==> config.mk <==
export PLATFORM = sky130hd
export DESIGN_NAME = branch_resolve
export DESIGN_NICKNAME = d
export VERILOG_FILES = /design/src/rtl/branch_resolve_pkg.sv /design/src/rtl/branch_cmp.sv /design/src/rtl/branch_resolve.sv
export SDC_FILE = /design/constraint.sdc
export NUM_CORES = 1
export LEC_CHECK = 0
export CAP_MARGIN = 20
export CORE_MARGIN = 2
export CORE_UTILIZATION = 44
export DETAILED_ROUTE_END_ITERATION = 8
export GPL_ROUTABILITY_DRIVEN = 0
export PLACE_DENSITY = 0.76
export SLEW_MARGIN = 20
export SYNTH_ARGS = -nofsm -noshare
export SYNTH_HDL_FRONTEND = slang
export SYNTH_SLANG_ARGS = --single-unit
==> constraint.sdc <==
create_clock -name clk -period 3.45 [get_ports clk]
set_input_delay 0.5175 -clock clk [delete_from_list [all_inputs] [get_ports clk]]
set_output_delay 0.5175 -clock clk [all_outputs]
set_load 0.03 [all_outputs]
==> src/rtl/branch_resolve_pkg.sv <==
// Shared constants for branch resolution: RV32 opcodes, branch funct3 codes, bus widths.
// Latency: n/a (declarations only).
// Backpressure: n/a.
package branch_resolve_pkg;

    localparam int InstAddrBus = 32;
    localparam int RegBus      = 32;

    localparam logic [InstAddrBus-1:0] ZeroWord = 32'h0000_0000;

    // RV32I control-transfer opcodes
    localparam logic [6:0] RV_OP_BRANCH = 7'b110_0011;
    localparam logic [6:0] RV_OP_JAL    = 7'b110_1111;
    localparam logic [6:0] RV_OP_JALR   = 7'b110_0111;

    // Branch condition encodings in funct3
    localparam logic [2:0] RV_F3_BEQ  = 3'b000;
    localparam logic [2:0] RV_F3_BNE  = 3'b001;
    localparam logic [2:0] RV_F3_BLT  = 3'b100;
    localparam logic [2:0] RV_F3_BGE  = 3'b101;
    localparam logic [2:0] RV_F3_BLTU = 3'b110;
    localparam logic [2:0] RV_F3_BGEU = 3'b111;

endpackage

==> src/rtl/branch_cmp.sv <==
// Branch condition evaluator: actual taken bit from funct3 and the two operands.
// Latency: purely combinational.
// Backpressure: none; the caller qualifies the result with its own valid/stall.
module branch_cmp
    import branch_resolve_pkg::*;
(
    input  logic [2:0]        funct3_i,
    input  logic [RegBus-1:0] rs1_data_i,
    input  logic [RegBus-1:0] rs2_data_i,
    output logic              taken_o
);

    // Undefined funct3 encodings evaluate to not-taken.
    always_comb begin
        taken_o = 1'b0;
        unique case (funct3_i)
            RV_F3_BEQ:  taken_o = (rs1_data_i == rs2_data_i);
            RV_F3_BNE:  taken_o = (rs1_data_i != rs2_data_i);
            RV_F3_BLT:  taken_o = ($signed(rs1_data_i) <  $signed(rs2_data_i));
            RV_F3_BGE:  taken_o = ($signed(rs1_data_i) >= $signed(rs2_data_i));
            RV_F3_BLTU: taken_o = (rs1_data_i <  rs2_data_i);
            RV_F3_BGEU: taken_o = (rs1_data_i >= rs2_data_i);
            default:    taken_o = 1'b0;
        endcase
    end

endmodule

==> src/rtl/branch_resolve.sv <==
// EX-stage branch resolver: compares actual outcome with IF prediction, redirects PC and flushes IF/ID.
// Latency: mispredict seen in cycle N -> redirect_o/flush_o in N+1; flush_o lasts FLUSH_CYCLES non-stalled cycles.
// Backpressure: stall_i blocks new resolutions and freezes the flush countdown. Optional macro BRU_PERF_CNT_EN enables perf counters.
module branch_resolve
    import branch_resolve_pkg::*;
#(
    parameter int FLUSH_CYCLES = 2
) (
    input  logic                   clk,
    input  logic                   rst,
    input  logic                   stall_i,
    input  logic                   valid_i,
    input  logic [6:0]             opcode_i,
    input  logic [2:0]             funct3_i,
    input  logic [InstAddrBus-1:0] pc_i,
    input  logic [31:0]            imm_i,
    input  logic [RegBus-1:0]      rs1_data_i,
    input  logic [RegBus-1:0]      rs2_data_i,
    input  logic                   prdt_taken_i,
    input  logic [InstAddrBus-1:0] prdt_target_address_i,
    output logic                   redirect_o,
    output logic [InstAddrBus-1:0] redirect_pc_o,
    output logic                   flush_o,
    output logic [31:0]            branch_cnt_o,
    output logic [31:0]            mispredict_cnt_o
);

    typedef enum logic {
        ST_IDLE  = 1'b0,
        ST_FLUSH = 1'b1
    } state_e;

    state_e                 state_q, state_d;
    logic [1:0]             cnt_q, cnt_d;
    logic                   redirect_q, redirect_d;
    logic [InstAddrBus-1:0] redirect_pc_q, redirect_pc_d;

    logic                   cmp_taken;
    logic                   act_taken;
    logic [InstAddrBus-1:0] act_target;
    logic [InstAddrBus-1:0] jalr_sum;
    logic [InstAddrBus-1:0] pc_plus4;
    logic [InstAddrBus-1:0] correct_pc;
    logic                   mispredict;
    logic                   resolve;

    branch_cmp u_branch_cmp (
        .funct3_i   (funct3_i),
        .rs1_data_i (rs1_data_i),
        .rs2_data_i (rs2_data_i),
        .taken_o    (cmp_taken)
    );

    assign jalr_sum = rs1_data_i + imm_i;
    assign pc_plus4 = pc_i + 32'd4;

    // Actual outcome and target; unknown opcodes resolve as not-taken.
    always_comb begin
        act_taken  = 1'b0;
        act_target = pc_i + imm_i;
        unique case (opcode_i)
            RV_OP_BRANCH: act_taken = cmp_taken;
            RV_OP_JAL:    act_taken = 1'b1;
            RV_OP_JALR: begin
                act_taken  = 1'b1;
                act_target = {jalr_sum[InstAddrBus-1:1], 1'b0};
            end
            default:      act_taken = 1'b0;
        endcase
    end

    assign correct_pc = act_taken ? act_target : pc_plus4;
    assign mispredict = (act_taken != prdt_taken_i) ||
                        (act_taken && prdt_taken_i && (act_target != prdt_target_address_i));
    // Only IDLE accepts work; anything valid during FLUSH is wrong-path.
    assign resolve    = (state_q == ST_IDLE) && valid_i && !stall_i;

    // Next-state: launch a flush on mispredict, count it down on non-stalled cycles.
    always_comb begin
        state_d       = state_q;
        cnt_d         = cnt_q;
        redirect_d    = 1'b0;
        redirect_pc_d = redirect_pc_q;
        unique case (state_q)
            ST_IDLE: begin
                if (resolve && mispredict) begin
                    state_d       = ST_FLUSH;
                    cnt_d         = 2'(FLUSH_CYCLES);
                    redirect_d    = 1'b1;
                    redirect_pc_d = correct_pc;
                end
            end
            ST_FLUSH: begin
                if (!stall_i) begin
                    cnt_d = cnt_q - 2'd1;
                    if (cnt_q <= 2'd1) begin
                        cnt_d   = 2'd0;
                        state_d = ST_IDLE;
                    end
                end
            end
            default: begin
                state_d = ST_IDLE;
                cnt_d   = 2'd0;
            end
        endcase
    end

    // State, flush counter and redirect registers.
    always_ff @(posedge clk or negedge rst) begin
        if (!rst) begin
            state_q       <= ST_IDLE;
            cnt_q         <= 2'd0;
            redirect_q    <= 1'b0;
            redirect_pc_q <= ZeroWord;
        end else begin
            state_q       <= state_d;
            cnt_q         <= cnt_d;
            redirect_q    <= redirect_d;
            redirect_pc_q <= redirect_pc_d;
        end
    end

    assign redirect_o    = redirect_q;
    assign redirect_pc_o = redirect_pc_q;
    assign flush_o       = (state_q == ST_FLUSH);

`ifdef BRU_PERF_CNT_EN
    logic [31:0] branch_cnt_q, branch_cnt_d;
    logic [31:0] mispredict_cnt_q, mispredict_cnt_d;

    // Saturating counters of resolved instructions and mispredicts.
    always_comb begin
        branch_cnt_d     = branch_cnt_q;
        mispredict_cnt_d = mispredict_cnt_q;
        if (resolve && (branch_cnt_q != 32'hFFFF_FFFF)) begin
            branch_cnt_d = branch_cnt_q + 32'd1;
        end
        if (resolve && mispredict && (mispredict_cnt_q != 32'hFFFF_FFFF)) begin
            mispredict_cnt_d = mispredict_cnt_q + 32'd1;
        end
    end

    // Counter registers.
    always_ff @(posedge clk or negedge rst) begin
        if (!rst) begin
            branch_cnt_q     <= 32'd0;
            mispredict_cnt_q <= 32'd0;
        end else begin
            branch_cnt_q     <= branch_cnt_d;
            mispredict_cnt_q <= mispredict_cnt_d;
        end
    end

    assign branch_cnt_o     = branch_cnt_q;
    assign mispredict_cnt_o = mispredict_cnt_q;
`else
    assign branch_cnt_o     = 32'd0;
    assign mispredict_cnt_o = 32'd0;
`endif

endmodule

-- Yosys cells after proc, flatten, opt, wreduce, memory -nomap -nowiden
Index checks and enable logic that the tools add are counted.
- magnitude comparators: 5
- reduce and logical (&&, ||, !) cells: 11
- bitwise operators: 1
- equal/unequal tests: 14
- $add $sub $neg: 4
- multiplexer cells: 13
- operator list (operator ; number):
    $add A32 B32 Y32 ; 2
    $ge A32 B32 Y1 ; 2
    $lt A32 B32 Y1 ; 2
    $mux W32 ; 2
    $ne A32 B32 Y1 ; 2
    $add A32 B3 Y32 const B ; 1
    $eq A32 B32 Y1 ; 1
    $eq A7 B7 Y1 const B ; 3
    $eq A3 B3 Y1 const B ; 4
    $mux W2 ; 3
    $pmux W1 S6 ; 1
    $logic_and A1 B1 Y1 ; 5
    $mux W1 ; 4
    $pmux W1 S2 ; 2
    $pmux W2 S2 ; 1
    $reduce_and A2 Y1 ; 2
    $eq A3 B1 Y1 const B ; 1
    $logic_not A3 Y1 ; 1
    $le A2 B1 Y1 const B ; 1
    $ne A2 B1 Y1 const B ; 1
    $ne A2 B2 Y1 const B ; 1
    $reduce_or A2 Y1 ; 1
    $sub A2 B1 Y2 const B ; 1
    $logic_not A1 Y1 ; 1
    3 further kinds ; 3
- word-level logic and storage cells: 52
- flip-flop bits (word level): 36
- output and inout port bits: 98

-- Longest topological paths before layout
- word-level depth: 9
- gate-level depth with buffers: 20

-- Modules after synthesis
From an unflattened synthesis, not the netlist that was laid out.
- cells, all modules: 1163
- area total of the unflattened synthesis: 8837.2 um^2
- modules (own cells, without submodules) (module ; times used ; cells an instance ; area an instance (um^2)):
    branch_resolve ; 1 ; 1035 ; 7913.8
    branch_cmp ; 1 ; 128 ; 923.4

-- Worst setup path before layout
OpenSTA, ideal clock, no wires.
- kind: input to register
- start point: input port rs2_data_i[17]
- end point: register redirect_pc_q[0] (netlist: redirect_pc_o[0])
- stages on the path: 20
- buffers on the path: 2
- setup slack: -1.306 ns
- setup time: 0.125 ns
- arrival: 4.631 ns
- cell sequence: inv_1 > ha_1 > a21o_1 > a21o_1 > a211o_1 > o2111ai_1 > a21oi_1 > a2111oi_0 > nand2_1 > a21oi_1 > o211ai_1 > a22oi_1 > clkbuf_1 > inv_1 > ha_1 > nand4bb_1 > nor4_2 > nor2_2 > buf_6 > mux2_4
- cells in the longest elaborated chain, start to end: 8
- elaborated cells between the ends (all ways): 15
- classes of those cells: 4 x order compare; 3 x eq/ne; 3 x mux; 5 x reduce/logical
- ends and longest elaborated chain (element ; RTL line ; source):
    from (decl) ; branch_resolve.sv:18 ; input logic [RegBus-1:0] rs2_data_i,
    $ge A32 B32 Y1, or another cell as far along ; branch_cmp.sv:22 ; RV_F3_BGEU: taken_o = (rs1_data_i >= rs2_data_i);
    $pmux W1 S6 * ; branch_cmp.sv:16 ; unique case (funct3_i)
    $pmux W1 S2 * ; branch_resolve.sv:61 ; unique case (opcode_i)
    $logic_and A1 B1 Y1 (2 in series) ; branch_resolve.sv:74 ; (act_taken && prdt_taken_i && (act_target != prdt_target_address_i));
    $logic_or A1 B1 Y1 ; branch_resolve.sv:73 ; assign mispredict = (act_taken != prdt_taken_i) ||
    $logic_and A1 B1 Y1 ; branch_resolve.sv:86 ; if (resolve && mispredict) begin
    $reduce_and A2 Y1 (no source line) ; n/a ;
    to (signal assigned) ; branch_resolve.sv:115 ; redirect_pc_q <= ZeroWord;
    to (signal assigned) ; branch_resolve.sv:120 ; redirect_pc_q <= redirect_pc_d;
    to (decl) ; branch_resolve.sv:36 ; logic [InstAddrBus-1:0] redirect_pc_q, redirect_pc_d;
Every way passes the cells marked *; elsewhere a longest branch is shown, timed or not.
A chain may end at the register's enable or synchronous reset.

-- Worst setup path after layout
- start point: input port rs1_data_i[0]
- end point: register redirect_pc_q[17] (netlist: redirect_pc_o[17])
- cells in the longest elaborated chain, start to end: 8
- elaborated cells between the ends (all ways): 18
- classes of those cells: 1 x add/sub; 4 x order compare; 4 x eq/ne; 4 x mux; 5 x reduce/logical
- ends and longest elaborated chain (element ; RTL line ; source):
    from (decl) ; branch_resolve.sv:17 ; input logic [RegBus-1:0] rs1_data_i,
    $ge A32 B32 Y1, or another cell as far along ; branch_cmp.sv:22 ;
    $pmux W1 S6 ; branch_cmp.sv:16 ;
    $pmux W1 S2 ; branch_resolve.sv:61 ;
    $logic_and A1 B1 Y1 (2 in series) ; branch_resolve.sv:74 ;
    $logic_or A1 B1 Y1 ; branch_resolve.sv:73 ;
    $logic_and A1 B1 Y1 ; branch_resolve.sv:86 ;
    $reduce_and A2 Y1 (no source line) ; n/a ;
Several ways; a longest one is shown, not always the timed one.

==> key figures <==
Timing
  • Final WS setup: -1010 ps
  • Crit share post-route: 1.29
  • Max-slew headroom: 0.483
  • Worst setup skew after layout: 8.62 ps
  • Final hold vios: 0
  • Final Critical Period: 4460 ps
  • Highest achievable clock rate: 224 MHz
  • RSZ-0062 raised after global routing: true
  • Actual transition at the worst max-transition pin: 776 ps
  • Slew Limit Fails: 0
  • Total setup violations reported at the end of the flow: 36

Worst setup path
  • Slowest library cell on the worst path: sky130_fd_sc_hd__clkdlybuf4s50_1
  • Crit. End Element: flip-flop
  • Family with the most delay on the worst path: simple AND/OR/NAND/NOR gates
  • Count of buffering cells on the critical path with inverters included: 4
  • Worst Path Arrival: 4630 ps
  • WP data required: 3620 ps
  • Ordered list of cells on the worst path: clkdlybuf4s50_1 > and2_1 > fa_2 > a211oi_2 > buf_4 > o21ai_2 > a211o_1 > a21oi_2 > xnor2_1 > xnor2_1 > a21oi_1 > nor4_4 > nand4_1 > nor4_4 > buf_4 > nor2_4 > buf_12 > mux2_4
  • Crit start category: input port
  • Maximum fanout along the worst path: 8
  • Critical path start-end classification: in2reg
  • Largest incremental delay on the critical path: 420 ps

Floorplan
  • Initial core utilization: 0.448
  • Horizontal die dimension: 145 um
  • Ports placed on the boundary: 273
  • Die area: 20900 um^2
  • Height of the die: 145 um
  • Number of placement rows: 51
  • Area of the placeable core: 19500 um^2

Power
  • Clock network fraction of total power: 0.100
  • Relative contribution of combinational cells to total power: 0.742
  • Share of power burned in registers: 0.158
  • Fraction of power spent switching nets: 0.437
  • Pleak: 6.98 nW
  • Internal cell power: 2.65 mW
  • Switching power: 2.06 mW
  • Total power divided by cell area: 318 nW/um^2
  • Design Power: 4.70 mW
  • IR Drop Worst-Case VDD: 0.000205 V

Yosys
  • Post-synthesis cell area: 8710 um^2
  • Share of flip-flops with an asynchronous set or reset after synthesis: 1.00
  • Per-instance average area after synthesis: 7.66 um^2
  • Synthesized-area fraction occupied by ao, oa, aoi and oai cells: 0.232
  • Synth unique cells: 77
  • Total number of yosys warnings: 0
  • Area share of and/or/nand/nor cells after synthesis: 0.197
  • Multiplexer share of the synthesized area: 0.107
  • Sequential-to-total area share from yosys stat: 0.103
  • Post-synthesis sequential element count: 36
  • Number of flops mapped to enable cells by yosys: 0
  • Area share of fa/ha/maj cells after synthesis: 0.141
  • Main synth FF type: sky130_fd_sc_hd__dfrtp_1
  • Area share of xor/xnor cells in the synthesized design: 0.122
  • Cells after synthesis: 1138
  • Dominant combinational cell family by area after synthesis: compound AO/OA/AOI/OAI gates

Routing
  • ANT nets after route: 0
  • Routed via count: 11.2k
  • First-pass iteration count of the detailed router: 6
  • Total detailed-routing wirelength: 36.5 mm
  • Post-route DRC: 0
  • Detail-routed via count per cell: 5.70
  • Detailed-route wire length per cell: 18.5 um
  • First DRT Iteration DRCs: 819

Cells and area
  • Cell Count, Final, Fillers Out: 1972
  • Fin nets: 1976
  • Highest-count cells in the layout ignoring fill and taps: sky130_fd_sc_hd__buf_4, sky130_fd_sc_hd__clkdlybuf4s50_1, sky130_fd_sc_hd__nand2_1
  • Most frequent standard cell in the layout excluding fill and tap cells: sky130_fd_sc_hd__buf_4
  • Final design utilization: 0.759
  • Layout cell share with drive strength beyond 1: 0.326
  • Layout-stage area growth over the synthesis result: 69.5%

Clock tree
  • Buffer cell driving the clock tree root: sky130_fd_sc_hd__clkbuf_16
  • Total number of H-tree levels: 2
  • Number of sinks on the clock net: 36
  • Later-pin clock latency in the skew report: 280 ps
  • CTS max path bufs: 2
  • Number of buffers added by the clock tree synthesis step: 5
  • Clock tree from TritonCTS: done
  • Clock slew at reported path FFs: 60 ps

Placement
  • Number of buffers added on ports: 208
  • Detailed placement HPWL: 28.2 mm
  • Placed Instances: 1944

Outcome
  • Status: finished with violations
  • Violations in the final reports: negative setup slack

GRT
  • Maximum number of pins on one net before global-route repair: 37
  • Total global routing overflow: 0
  • Global-route wire length before repair: 51.9 mm
  • Antenna violations before repair: 3
  • Vias in the first global route: 10.7k
  • Overall routing resource usage: 0.313

Worst hold path
  • Tightest Hold Check Type: in2async

Job
  • Max Cap Viol: 0
## through the flow
stage	TNS, ps	instance area (um^2)	hold WS, ps	worst slack [ps]
3_3_place_gp	-59750	13600	487	-1750
3_5_place_dp	-64020	13600	504	-1880
2_1_floorplan	-17910	9090	222	-576
6_report	-34320	14800	306	-1010
4_1_cts	-33730	14200	334	-1000
5_1_grt	-39210	14800	370	-1150
## cells in the mapped netlist, types with 5 or more instances
cell type | instances | area [um^2]
sky130_fd_sc_hd__o21bai_1 | 5 | 37.5
sky130_fd_sc_hd__clkbuf_1 | 23 | 86.3
sky130_fd_sc_hd__o211ai_1 | 10 | 75.1
sky130_fd_sc_hd__nor2b_1 | 11 | 68.8
sky130_fd_sc_hd__and4_1 | 8 | 70.1
sky130_fd_sc_hd__or2_2 | 6 | 37.5
sky130_fd_sc_hd__xnor2_1 | 61 | 534
sky130_fd_sc_hd__nand3_1 | 31 | 155
sky130_fd_sc_hd__buf_2 | 6 | 30.0
sky130_fd_sc_hd__xor2_1 | 53 | 464
sky130_fd_sc_hd__a211oi_1 | 15 | 113
sky130_fd_sc_hd__o21a_1 | 13 | 97.6
sky130_fd_sc_hd__nor3_1 | 19 | 95.1
sky130_fd_sc_hd__a21oi_1 | 101 | 505
sky130_fd_sc_hd__ha_1 | 95 | 1190
sky130_fd_sc_hd__inv_1 | 54 | 203
sky130_fd_sc_hd__or3_1 | 9 | 56.3
sky130_fd_sc_hd__nor4_1 | 7 | 43.8
sky130_fd_sc_hd__o21ai_0 | 65 | 325
sky130_fd_sc_hd__dfrtp_1 | 36 | 901
sky130_fd_sc_hd__buf_4 | 64 | 480
sky130_fd_sc_hd__mux2_2 | 10 | 113
sky130_fd_sc_hd__nand2_1 | 90 | 338
sky130_fd_sc_hd__a21boi_0 | 5 | 37.5
sky130_fd_sc_hd__nand4_1 | 30 | 188
sky130_fd_sc_hd__and3_1 | 11 | 68.8
sky130_fd_sc_hd__and2_1 | 9 | 56.3
sky130_fd_sc_hd__a31oi_1 | 11 | 68.8
sky130_fd_sc_hd__o2111ai_1 | 6 | 52.6
sky130_fd_sc_hd__mux2i_1 | 44 | 440
sky130_fd_sc_hd__nor2_1 | 78 | 293
sky130_fd_sc_hd__a21o_1 | 31 | 233
sky130_fd_sc_hd__nand3b_1 | 7 | 52.6
sky130_fd_sc_hd__mux2_4 | 25 | 375
## area by class of cell
type / instances / area [um^2]
multi-input combinational: 1013 / 8050
timing repair buffer: 594 / 5100
fill: 1349 / 4690
sequential: 36 / 901
tap: 265 / 332
inverter: 54 / 228
clock buffer: 7 / 153
antenna: 3 / 7.51
## power by group through the flow
| stage | Sequential (mW) | Clock, mW | Combinational, mW |
|---|---|---|---|
| global route | 0.764 | 0.484 | 3.69 |
| CTS | 0.743 | 0.460 | 3.28 |
| finish | 0.744 | 0.470 | 3.49 |
| floorplan | 1.08 | 0 | 1.39 |
| detailed placement | 0.738 | 0 | 3.17 |
| global placement | 0.731 | 0 | 3.09 |
## registers in the layout (all words and copies together), names as in the netlist
name / cells
redirect_pc_o: 32
cnt_q: 2
flush_o: 1
redirect_o: 1
## worst register-to-register path: cells and delay by family, from the launching register on
family	cells	cell delay, ps
DFF	1	420
muxes	1	330
and+or+nand+nor	2	690
buffers and inverters	1	200
AOI/OAI and AO/OA	1	310
## per-layer routing
layer	track usage	wire length, um	share of wire	up-vias
met1	0.373	14000	0.38	5268
met5	0	0	0	-
met3	0.0401	2990	0.082	171
li1	-	-	-	5202
met2	0.570	17600	0.48	602
met4	0.120	1960	0.054	0
## kinds of logic after synthesis
logic type               count (synthesis)
AND/OR/NAND/NOR                        339
XOR/XNOR                               117
other                                    1
AO/OA/AOI/OAI                          316
adder cells (fa/ha/maj)                 97
multiplexers                            79
flip-flops                              36
buffers and inverters                  153
## final timing paths
kind                            slack (ps)               from                 to  depth (start not counted)
max in group asynchronous             2640                rst  redirect_pc_o[23]                          1
worst min register to register         520  redirect_pc_o[29]  redirect_pc_o[29]                          1
worst max-delay path                 -1010      rs1_data_i[0]  redirect_pc_o[17]                         18
worst max register to register        1390            flush_o  redirect_pc_o[15]                          5
worst min-delay path                   310                rst  redirect_pc_o[17]                          1
min in group clk                       520  redirect_pc_o[29]  redirect_pc_o[29]                          1
## timing repair
| action | CTS | global route |
|---|---|---|
| resized for setup | 50 | 105 |
| buffers inserted | 8 | 9 |
| cloned | 1 | 1 |
| pin swaps | 12 | 38 |
| hold buffers | 0 | 0 |
| endpoints found under the setup margin | 36 | 36 |
Power figures use the tool's default switching activity.
